`config.mk`:
```
export PLATFORM = sky130hd
export DESIGN_NAME = battle_sequencer
export DESIGN_NICKNAME = d
export VERILOG_FILES = /design/src/rtl/battle_sequencer.sv
export SDC_FILE = /design/constraint.sdc
export NUM_CORES = 1
export LEC_CHECK = 0
export CELL_PAD_IN_SITES_DETAIL_PLACEMENT = 1
export CELL_PAD_IN_SITES_GLOBAL_PLACEMENT = 2
export CORE_AREA = 4 4 93 113
export CTS_CLUSTER_SIZE = 28
export DETAILED_ROUTE_END_ITERATION = 12
export DIE_AREA = 0 0 97 117
export HOLD_SLACK_MARGIN = 0.08
export PLACE_DENSITY = 0.84
export SYNTH_ARGS = -nofsm -noshare
export SYNTH_HDL_FRONTEND = slang
export SYNTH_SLANG_ARGS = --single-unit
```
`constraint.sdc`:
```
create_clock -name clk -period 5.35 [get_ports clk]
set_clock_uncertainty 0.2 [all_clocks]
set_input_delay 1.07 -clock clk [delete_from_list [all_inputs] [get_ports clk]]
set_output_delay 1.07 -clock clk [all_outputs]
set_load 0.02 [all_outputs]
```
`src/rtl/battle_sequencer.sv`:
```
// Turn-level battle controller: phase code, turn index, player/enemy HP, hit invulnerability.
// Optional enemy-phase watchdog is built only when BATTLE_WATCHDOG_EN is defined.
module battle_sequencer #(
   parameter int unsigned PLAYER_HP_MAX  = 20,
   parameter int unsigned ENEMY_HP_MAX   = 30,
   parameter int unsigned ATTACK_DMG     = 5,
   parameter int unsigned HEAL_AMT       = 6,
   parameter int unsigned ARROW_DMG      = 4,
   parameter int unsigned NUM_TURNS      = 10,
   parameter int unsigned INVULN_CYCLES  = 32_500_000,
   parameter int unsigned TIMEOUT_CYCLES = 1_950_000_000
) (
   input  logic       clk,
   input  logic       rst,
   input  logic       start_in,
   input  logic       action_valid_in,
   input  logic [1:0] action_in,
   input  logic       enemy_finished_in,
   input  logic       damage_in,
   output logic [3:0] state_out,
   output logic [3:0] turn_out,
   output logic [7:0] player_hp_out,
   output logic [7:0] enemy_hp_out,
   output logic       hit_flash_out
);

   typedef enum logic [3:0] {
      ST_IDLE   = 4'b0000,
      ST_PLAYER = 4'b0001,
      ST_ENEMY  = 4'b1000,
      ST_WIN    = 4'b1100,
      ST_LOSE   = 4'b1111
   } state_t;

   localparam logic [7:0]  P_MAX       = 8'(PLAYER_HP_MAX);
   localparam logic [7:0]  E_MAX       = 8'(ENEMY_HP_MAX);
   localparam logic [7:0]  ATK         = 8'(ATTACK_DMG);
   localparam logic [8:0]  HEAL        = 9'(HEAL_AMT);
   localparam logic [7:0]  ARROW       = 8'(ARROW_DMG);
   localparam logic [3:0]  TURN_LAST   = 4'(NUM_TURNS - 1);
   localparam logic [31:0] INVULN_LOAD = 32'(INVULN_CYCLES - 1);

   state_t      state_q, state_d;
   logic [3:0]  turn_q, turn_d;
   logic [7:0]  php_q, php_d;
   logic [7:0]  ehp_q, ehp_d;
   logic [31:0] inv_q, inv_d;
   logic        flash_q, flash_d;
   logic        hit_s;
   logic        init_s;
   logic        finish_s;
   logic [8:0]  heal_sum_s;

`ifdef BATTLE_WATCHDOG_EN
   localparam logic [31:0] WD_LAST = 32'(TIMEOUT_CYCLES - 1);
   logic [31:0] wd_q, wd_d;
`endif

   always_comb begin
      state_d    = state_q;
      turn_d     = turn_q;
      php_d      = php_q;
      ehp_d      = ehp_q;
      inv_d      = (inv_q != 32'd0) ? (inv_q - 32'd1) : 32'd0;
      hit_s      = 1'b0;
      init_s     = 1'b0;
      finish_s   = enemy_finished_in;
      heal_sum_s = {1'b0, php_q} + HEAL;
`ifdef BATTLE_WATCHDOG_EN
      // A timeout coinciding with a real finish still counts as one finish.
      if (wd_q == WD_LAST) begin
         finish_s = 1'b1;
      end else begin
         finish_s = enemy_finished_in;
      end
`endif

      case (state_q)
         ST_IDLE, ST_WIN, ST_LOSE: begin
            if (start_in) begin
               init_s  = 1'b1;
               state_d = ST_PLAYER;
               turn_d  = 4'd0;
               php_d   = P_MAX;
               ehp_d   = E_MAX;
               inv_d   = 32'd0;
            end else begin
               state_d = state_q;
            end
         end
         ST_PLAYER: begin
            if (action_valid_in) begin
               case (action_in)
                  2'b00:   ehp_d = (ehp_q >= ATK) ? (ehp_q - ATK) : 8'd0;
                  2'b01:   php_d = (heal_sum_s > {1'b0, P_MAX}) ? P_MAX : heal_sum_s[7:0];
                  default: ehp_d = ehp_q;
               endcase
               state_d = (ehp_d == 8'd0) ? ST_WIN : ST_ENEMY;
            end else begin
               state_d = ST_PLAYER;
            end
         end
         ST_ENEMY: begin
            if (damage_in && (inv_q == 32'd0)) begin
               hit_s = 1'b1;
               php_d = (php_q >= ARROW) ? (php_q - ARROW) : 8'd0;
               inv_d = INVULN_LOAD;
            end else begin
               hit_s = 1'b0;
            end
            // Damage is resolved before the finish pulse: a lethal hit suppresses the turn advance.
            if (hit_s && (php_d == 8'd0)) begin
               state_d = ST_LOSE;
            end else if (finish_s) begin
               state_d = ST_PLAYER;
               turn_d  = (turn_q == TURN_LAST) ? 4'd0 : (turn_q + 4'd1);
            end else begin
               state_d = ST_ENEMY;
            end
         end
         default: begin
            state_d = ST_IDLE;
         end
      endcase

      // The flag spans the load cycle plus the full countdown.
      flash_d = (hit_s || (inv_q != 32'd0)) && !init_s;

`ifdef BATTLE_WATCHDOG_EN
      wd_d = ((state_q == ST_ENEMY) && (state_d == ST_ENEMY)) ? (wd_q + 32'd1) : 32'd0;
`endif
   end

   always_ff @(posedge clk) begin
      if (rst) begin
         state_q <= ST_IDLE;
         turn_q  <= 4'd0;
         php_q   <= P_MAX;
         ehp_q   <= E_MAX;
         inv_q   <= 32'd0;
         flash_q <= 1'b0;
      end else begin
         state_q <= state_d;
         turn_q  <= turn_d;
         php_q   <= php_d;
         ehp_q   <= ehp_d;
         inv_q   <= inv_d;
         flash_q <= flash_d;
      end
   end

`ifdef BATTLE_WATCHDOG_EN
   always_ff @(posedge clk) begin
      if (rst) begin
         wd_q <= 32'd0;
      end else begin
         wd_q <= wd_d;
      end
   end
`endif

   assign state_out     = state_q;
   assign turn_out      = turn_q;
   assign player_hp_out = php_q;
   assign enemy_hp_out  = ehp_q;
   assign hit_flash_out = flash_q;

endmodule

```
# Word-level counts from Yosys, hierarchy flattened
# Cells that the tools add are included.
# totals
input_bits	8
ramBits	0
out_inout_bits	25
elab_cells	78
latch_bits	0
mem_count	0
regBits	57
mem_bits_ro	0
# op_classes
mux	35
n_reduce_logical	18
bitwise	0
n_addsub	5
n_shift	0
order_cmp	3
multipliers	0
n_eq_ne	11
n_div	0
# op_table
op	n
$mux W8	13
$mux W32	3
$pmux W32 S2	1
$logic_not A32 Y1	1
$mux W4	8
$reduce_bool A32 Y1	1
$sub A32 B1 Y32 const B	1
$pmux W8 S3	1
$eq A4 B4 Y1 const B	4
$ge A8 B3 Y1 const B	2
$logic_not A8 Y1	2
$pmux W8 S2	1
$sub A8 B3 Y8 const B	2
$pmux W4 S3	1
$add A8 B3 Y9 const B	1
$gt A9 B5 Y1 const B	1
$ne A2 B2 Y1 const B	4
$pmux W4 S2	1
$reduce_and A4 Y1	2
$mux W1	5
$add A4 B1 Y4 const B	1
$eq A4 B1 Y1 const B	1
$logic_not A4 Y1	1
$reduce_bool A2 Y1	2
10 further kinds	12

# Depth between registers and ports, before layout
# Gate-level depths: netlist (run 1).
# depth
depth_word	9
ltp_mapped	9
ltp_nobuf	8

# Worst setup path after synthesis (run 1)
# OpenSTA, ideal clock, no wires.
# synth_path
path_type	input to register
startpoint	input start_in
endpoint	register php_q[6] (netlist: player_hp_out[6])
arrival_time_ns	2.469
n_path_buf	1
slack_ns	2.551
cell_stages	7
required_ns	5.020
setup_ns	0.130
cell_sequence	clkbuf_1 nand4_1 a21boi_0 o22ai_1 or4b_4 xor2_1 nor3_2
# synth_between
elab_chain_cells	2
# synth_lines
item	line_no	text
start: declaration	15	input logic start_in,
$ne A2 B2 Y1 (no line)	n/a	
$reduce_and A4 Y1 (no line)	n/a	
end signal: assignment	145	php_q <= php_d;
end: declaration	45	logic [7:0] php_q, php_d;
# No other way between the ends.
# A chain may end at the register's enable or synchronous reset.

# Final worst setup path (run 1)
# layout_path
startpoint	input start_in
endpoint	register php_q[0] (netlist: player_hp_out[0])
# The elaborated chain is that of the path after synthesis.

==> results of run 1 <==
[final timing paths]
kind                    startpoint                to  cells after the start
setup / recovery          start_in  player_hp_out[0]                      7
setup reg to reg  player_hp_out[2]  player_hp_out[1]                      8
hold / removal            inv_q[0]          inv_q[0]                      1
hold reg to reg           inv_q[0]          inv_q[0]                      1
[registers in the layout (all words and copies together), names as in the netlist]
| signal | count |
|---|---|
| hit_flash_out | 1 |
| enemy_hp_out | 8 |
| turn_out | 4 |
| state_out | 4 |
| inv_q | 32 |
| player_hp_out | 8 |
[logic make-up (layout without fill, tap and decap cells)]
group           count (synthesis)  after routing
xor+xnor                       36             36
simple gates                  182            182
buf+inv                        32             68
mux                             3              3
flops                          57             57
fa+ha+maj                      11             11
compound gates                 99             99
[cell type report]
| class | instances | area [um^2] | share of cell area, % |
|---|---|---|---|
| repair buffers | 34 | 335 | 8.11 |
| flip-flops and latches | 57 | 1140 | 27.6 |
| clock inverters | 2 | 10.0 | 0.242 |
| inverters | 18 | 67.6 | 1.63 |
| multi-input cells | 331 | 2140 | 51.8 |
| well taps | 123 | 154 | 3.72 |
| clock buffers | 14 | 284 | 6.87 |
[metal layers]
layer	GRT usage, %	up-vias
met5	0	-
met4	5.71	0
met3	2.85	9
met2	31.4	36
met1	21.4	1582
li1	-	1602
[cells in the mapped netlist (8+ instances only)]
library cell / n
nor3_1: 11
nor2_1: 49
inv_1: 17
xor2_1: 13
dfxtp_1: 57
ha_1: 11
a31oi_1: 9
a21oi_1: 27
nand2_1: 34
o21ai_0: 23
xnor2_1: 23
nor4_1: 15
nand3_1: 14
clkbuf_1: 8
[through the flow]
stage | utilization (%) | hold WS (ns) | setup WS (ns) | total power, mW | cells
CTS | 43.9 | 0.282 | 2.03 | 2.50 | 579
global placement | 40.8 | 0.263 | 1.78 | 1.91 | 563
floorplan | - | 0.241 | 2.55 | 1.66 | 420
finish | 43.9 | 0.277 | 2.02 | 2.48 | 579
detailed placement | 40.8 | 0.274 | 1.69 | 1.93 | 563
global route | 43.9 | 0.341 | 1.77 | 2.68 | 579
[power by group]
group	internal, mW	switching (mW)	total, mW	leakage (nW)
Sequential	0.539	0.149	0.688	0.464
Combinational	0.513	0.718	1.23	0.885
Clock	0.362	0.195	0.557	0.149
Total	1.41	1.06	2.48	1.50
[worst max-delay path: stages]
cell,delay [ns]
clkdlybuf4s50_1,0.58
o21bai_1,0.21
a21boi_0,0.13
o22ai_1,0.70
nor2_1,0.11
or2_2,0.36
a211oi_1,0.22
==> run summary, run 1 <==
At the end of routability-driven placement, the weighted congestion stood at 0.814. dfxtp_1 takes more of the synthesized area than any other cell. STA classifies the critical path startpoint as an input port.

After floorplanning, the core was divided into 39 placement rows. The post-detailed-route DRC marker count is 0, and the full die area is 0.0113 mm^2. Clock-pin slew was measured on the worst setup and hold paths at 0.05 ns.

The synthesized netlist devotes 30.2% of its cell area to simple gates. The worst setup path is of the in -> reg kind. For the count of routing violations after the opening detailed-route iteration, the log shows 108. The run gives 1.50 nW as the static leakage. 33 I/O pins were placed. The number of enable flip-flop cells after synthesis was 0; the count of nets after finishing was 470. Leaving out fill and tap cells, the most frequent cells in the layout are dfxtp_1, nor2_1, nand2_1. In the global route stage, overall resource usage came out at 17.4%. The run gives 3253 as the via count of the first global-routing pass. In this run the tightest slew margin relative to its limit is 42.1%. Using the TritonRoute via totals, the vias-per-cell ratio works out to 5.58. The number of setup violations in the final report is 0, and the fraction of the mapped netlist area in compound gates is 18.3%. The worst hold path belongs to the class reg -> reg. The minimum period implied by the final worst setup slack was 3.33 ns; the placed wire-length estimate after detailed placement was 7120 um. The detailed router used layers up to and including met4. The mux contribution to synthesized area came out at 0.954%. Input and output buffers added on the ports amount to 32.

By area, the combinational part of the netlist is dominated by simple AND/OR/NAND/NOR gates. The tools report the buffers inserted during post-CTS setup optimization as 0. Post-synthesis average cell area: 8.12 um^2.

Summing over every cut layer, the via total after detailed routing is 3229. The first global-routing pass estimated 16200 um of wire. The post-route netlist has 8.11% of its cells at a drive strength greater than 1.

The synthesized netlist devotes 4.04% of its cell area to adder and majority cells. For this design, the CTS-stage hold fixing added 0 buffers. Counting along the longest clock path gives a buffer depth of 2.

In this run the standard cell core region covers 0.00942 mm^2. The pin count of the biggest net entering global routing was 22. The synthesized netlist devotes 9.24% of its cell area to XOR and XNOR gates. Share of flip-flops with an asynchronous set or reset: 0%. The post-route antenna net violation count was 0.

Clock latency on the worst-skew pair, taken at its later pin, is 0.33 ns. Per-cell routed wire length: 16.7 um. Detailed routing placed a total of 196 um of wire on met3.

The most used flip-flop cell after synthesis is dfxtp_1. The vertical die dimension is 117 um, and the number of antenna repair diodes is 0. The run finished with clean final reports. The data required time of the critical path was 5.40 ns. The tools report the total CTS buffers as 9. The largest vdd supply drop was 0.337 mV.

The routed design uses 4820 um of met2 wire. The slew at the pin with the worst max-slew slack was 0.869 ns; the width of the chip was 97 um. Summing all non-filler instances in the final layout gives an area of 0.00413 mm^2. Sorting the synthesized cells by area gives the leading types as dfxtp_1, xnor2_1, nor2_1. For this run, the number of Yosys warnings is 0. After routing, the total negative slack on setup checks comes to 0 ns. The hold violation total from the final report is 0, and the netlist area before placement is 0.00341 mm^2. The most common library cell in the layout ignoring fill and taps is dfxtp_1. Global routing finished with a remaining overflow of 0.

The logs give 4 for the iteration count of the initial detailed-routing pass and 65 for the count of cell types in the netlist. The logs give 57 for the clock sink count and 0.00384 mm^2 for the post-detailed-placement cell area. The logs give 3 for the number of H-tree levels and 0.300 GHz for the maximum frequency from static timing analysis. STA puts the critical path data arrival time at 3.38 ns.

The top cell type by area accounts for 33.5% of the synthesized area. The logs give 439 for the post-synth net total and 33.5% for the share of the yosys chip area belonging to registers. The areal power density over the cells is 599 mW/mm^2, and the starting utilization of the core area is 36.2%. The number of antenna violations at the first check in global routing was 0.

In this run the worst path has a maximum fanout of 11. Across the run, the number of max-cap violations was 0. Setup repair after global routing left no endpoint under its margin. Of the available clock period, the critical path in the final layout requires 62.3%. The cell chosen for the clock root was clkbuf_16.

The wire length after detailed routing is 9650 um. For the count of final max-slew check failures, the log shows 0. The signed area change from the synthesized netlist to the final layout is 21.2%, and the met1 wire length is 4520 um.

The minimum setup slack among reg-to-reg paths was 2.42 ns; the total of fill cells in the finished design was 1137. After clock tree synthesis, the repair step resized 0 gates. TritonCTS built the clock tree. The nature of the critical path endpoint is a register. The cell count after synthesis came out at 420. The register bit count reported by yosys is 57.
Power figures use the tool's default switching activity.
==> run 2, diff against run 1 <==
--- a/config.mk
+++ b/config.mk
@@ -7,12 +7,12 @@
 export LEC_CHECK = 0
 export CELL_PAD_IN_SITES_DETAIL_PLACEMENT = 1
 export CELL_PAD_IN_SITES_GLOBAL_PLACEMENT = 2
-export CORE_AREA = 4 4 93 113
+export CORE_AREA = 4 4 101 122
 export CTS_CLUSTER_SIZE = 28
 export DETAILED_ROUTE_END_ITERATION = 12
-export DIE_AREA = 0 0 97 117
+export DIE_AREA = 0 0 105 126
 export HOLD_SLACK_MARGIN = 0.08
-export PLACE_DENSITY = 0.84
+export PLACE_DENSITY = 0.76
 export SYNTH_ARGS = -nofsm -noshare
 export SYNTH_HDL_FRONTEND = slang
 export SYNTH_SLANG_ARGS = --single-unit
==> constraint.sdc (replaced) <==
create_clock -name clk -period 3 [get_ports clk]
set_clock_uncertainty 0.2 [all_clocks]
set_input_delay 0.6 -clock clk [delete_from_list [all_inputs] [get_ports clk]]
set_output_delay 0.6 -clock clk [all_outputs]
set_load 0.02 [all_outputs]
==> run 2 against run 1 <==
- sequential power grew 76%
- count of clock-buffer cells in the layout fell by 3
- sequential share of layout area decreased by 1.1 points
- via count grew 2.5%
- combinational power grew 93%
- worst setup slack worse by 1.7 ns
- largest power group unchanged
==> run summary, run 2 (synthesized netlist as in run 1, its figures left out) <==
The per-cell routed wire length works out to 16.9 um (+1.3%). For the number of H-tree levels, the log shows 3 (unchanged). The clock latency at the later pin of the worst-skew pair is 0.33 ns (about the same), and the iteration count of the initial detailed-routing pass is 4 (unchanged). The tools report the summed negative setup slack over all endpoints as 0 ns (unchanged). The slowest stage of the critical path belongs to the cell or4_1. The average vias per placed instance was 5.47 (-1.9%). Clock sink count: 57 (unchanged).

From synthesis to final layout, the design area changed by 26.3%. The delay of the slowest cell on the worst path came out at 0.48 ns (-0.22 ns). Walking the worst path, the cells encountered are inv_1 -> ha_1 -> a21oi_1 -> or3b_1 -> a211oi_1 -> nand2_1 -> or4_1 -> o31ai_1. The starting utilization of the core area came out at 30.9% (-5.3 points). Placed wire-length estimate after detailed placement: 7670 um (+7.7%). Wire length after detailed routing: 10200 um (+5.9%). The full die area was 0.0132 mm^2 (+17%).

The total of max-cap violations came out at 0 (unchanged). The number of antenna repair diodes is 0 (unchanged), and the via count of the first global-routing pass is 3434 (+5.6%). The tools report the floorplan core area as 0.0110 mm^2 (+17%).

The pin count of the biggest net entering global routing is 22 (unchanged), and the share of cells above drive strength 1 is 11.6% (+3.5 points). The flow ran to the end, and the final reports show no timing, DRC or antenna violations. Vertical die dimension: 126 um (+7.7%). The logs give 42 (+7.7%) for the number of placement rows and 16.1% (-1.3 points) for the total global-route track usage. TritonCTS built the clock tree. For the buffers inserted during post-CTS setup optimization, the log shows 0 (unchanged). Setup repair after global routing left no endpoint under its margin. The origin of the critical flop-to-flop path was player_hp_out[2]. The tools report the worst setup path startpoint as player_hp_out[2]. The run gives 487 (+3.6%) as the count of nets after finishing. The run gives 589 (+4.6%) as the count of placed standard cells including taps. The post-placement setup slack is 0.171 ns (-1.52 ns), and the number of setup violations in the final report is 0 (unchanged).

In the finished design, the share of the clock period the worst path needs comes to 90.3%. The static leakage was 1.59 nW (+6.2%); the I/O pin count was 33 (unchanged). The tools report the buffer levels on the longest clock path as 2 (unchanged).

Largest vdd supply drop: 0.578 mV (+71%). The root buffer cell chosen for the clock tree is clkbuf_16. For the register cell area after layout, the log shows 0.00114 mm^2 (unchanged). Derived from the worst setup path, the maximum achievable clock frequency is 0.369 GHz. The register containing the most flip-flops in the final layout is inv_q.

The run gives 0 (unchanged) as the post-detailed-route DRC marker count. The sum of overflow across all layers after global routing is 0 (unchanged). The minimum period implied by the final worst setup slack was 2.71 ns; the critical path data arrival time was 2.75 ns (-0.63 ns).

The areal power density over the cells is 1100 mW/mm^2 (+83%), and the data required time of the critical path is 3.04 ns (-2.36 ns). The tools report the sort of element at the start of the critical path as a register. For the total CTS buffers, the log shows 9 (unchanged). The nature of the critical path endpoint was a register.

Leaving out fill and tap cells, the most frequent cells in the layout are dfxtp_1, nor2_1, nand2_1. Leaving out fill and tap cells, the most frequent cell in the layout is dfxtp_1. For the total via count after detailed routing, the log shows 3309 (+2.5%). The multi-input combinational cell area was 0.00214 mm^2 (unchanged). The final total power was 4.73 mW (+91%); the headroom to the max-slew limit was 62.0% (+20 points). For the number of hold buffers added after CTS, the log shows 0 (unchanged). The clock-pin slew of the registers on the worst-case setup and hold paths is 0.06 ns (about the same). Post-route antenna net violation count: 0 (unchanged). The worst setup path is of the reg -> reg kind. The count of final max-slew check failures was 0 (unchanged); the width of the chip was 105 um (+8.2%). The number of antenna violations at the first check in global routing was 0 (unchanged); the flip-flop count of the largest register, all copies and words added was 32 (unchanged). The class of the tightest hold or removal check is reg -> reg. For the final cell count without fillers, the log shows 605 (+4.5%). For the post-cts resize count, the log shows 0 (unchanged). The largest fanout of any net on the critical path was 6 (-5); the wire length of the first global-routing pass was 17500 um (+7.6%).

The final weighted congestion in routability-driven placement was 0.861 (+5.8%). The startpoint of the lowest-slack hold path was inv_q[0]. The minimum setup slack in the final design was 0.290 ns (-1.73 ns).

The total of fill cells in the finished design was 1317 (+16%); the slew at the pin with the worst max-slew slack was 0.564 ns (-0.304 ns). The logs give 75 (-31%) for the count of routing violations after the opening detailed-route iteration and 0.279 ns (+0.00156 ns) for the smallest hold slack. The number of buffers added on ports was 32 (unchanged).

The run gives 0 (unchanged) as the hold violation total from the final report.
run 2: cell types whose count changed in the layout (fill, tap and decap cells not counted):
cell,previous run,this run
buf_4,2,19
clkbuf_8,4,2
clkbuf_1,1,0
bufinv_16,0,2
clkinvlp_4,0,1
run 2: worst max-delay path: cells and delay by family (launching register included):
family	cells	cell delay (ns)
AO/OA/AOI/OAI	3	0.62
flip-flops	1	0.42
adder cells (fa/ha/maj)	1	0.23
buffers and inverters	1	0.16
AND/OR/NAND/NOR	3	0.99
run 2: final timing paths:
check	endpoint	cells past startpoint	slack (ns)
max reg2reg	player_hp_out[1]	8	0.29
max	player_hp_out[1]	8	0.29
min reg2reg	inv_q[0]	1	0.28
min	inv_q[0]	1	0.28
run 2: metrics by stage:
| step | util [%] | instance area [um^2] |
|---|---|---|
| finish | 39.0 | 4310 |
| global route | 39.0 | 4310 |
| CTS | 39.0 | 4310 |
| detailed placement | 36.1 | 3980 |
| global placement | 36.1 | 3980 |
| floorplan | - | 3410 |
run 2: final cells by class:
type,instances,share of cell area (%)
repair buffers,51,10.7
clock buffers,11,5.87
inverters,18,1.57
well taps,132,3.83
flip-flops and latches,57,26.5
multi-input cells,331,49.7
clock inverters,5,1.80
run 2: report_power, final:
group          switching, mW  internal [mW]
Sequential             0.252          0.960
Combinational           1.36           1.03
Clock                  0.371          0.768
run 2: per-layer routing:
| metal | vias up | track usage [%] | routed length (um) |
|---|---|---|---|
| met5 | - | 0 | 0 |
| met4 | 0 | 5.79 | 130 |
| met3 | 11 | 3.17 | 249 |
| met2 | 36 | 28.5 | 5240 |
| met1 | 1626 | 19.3 | 4590 |
| li1 | 1636 | - | - |
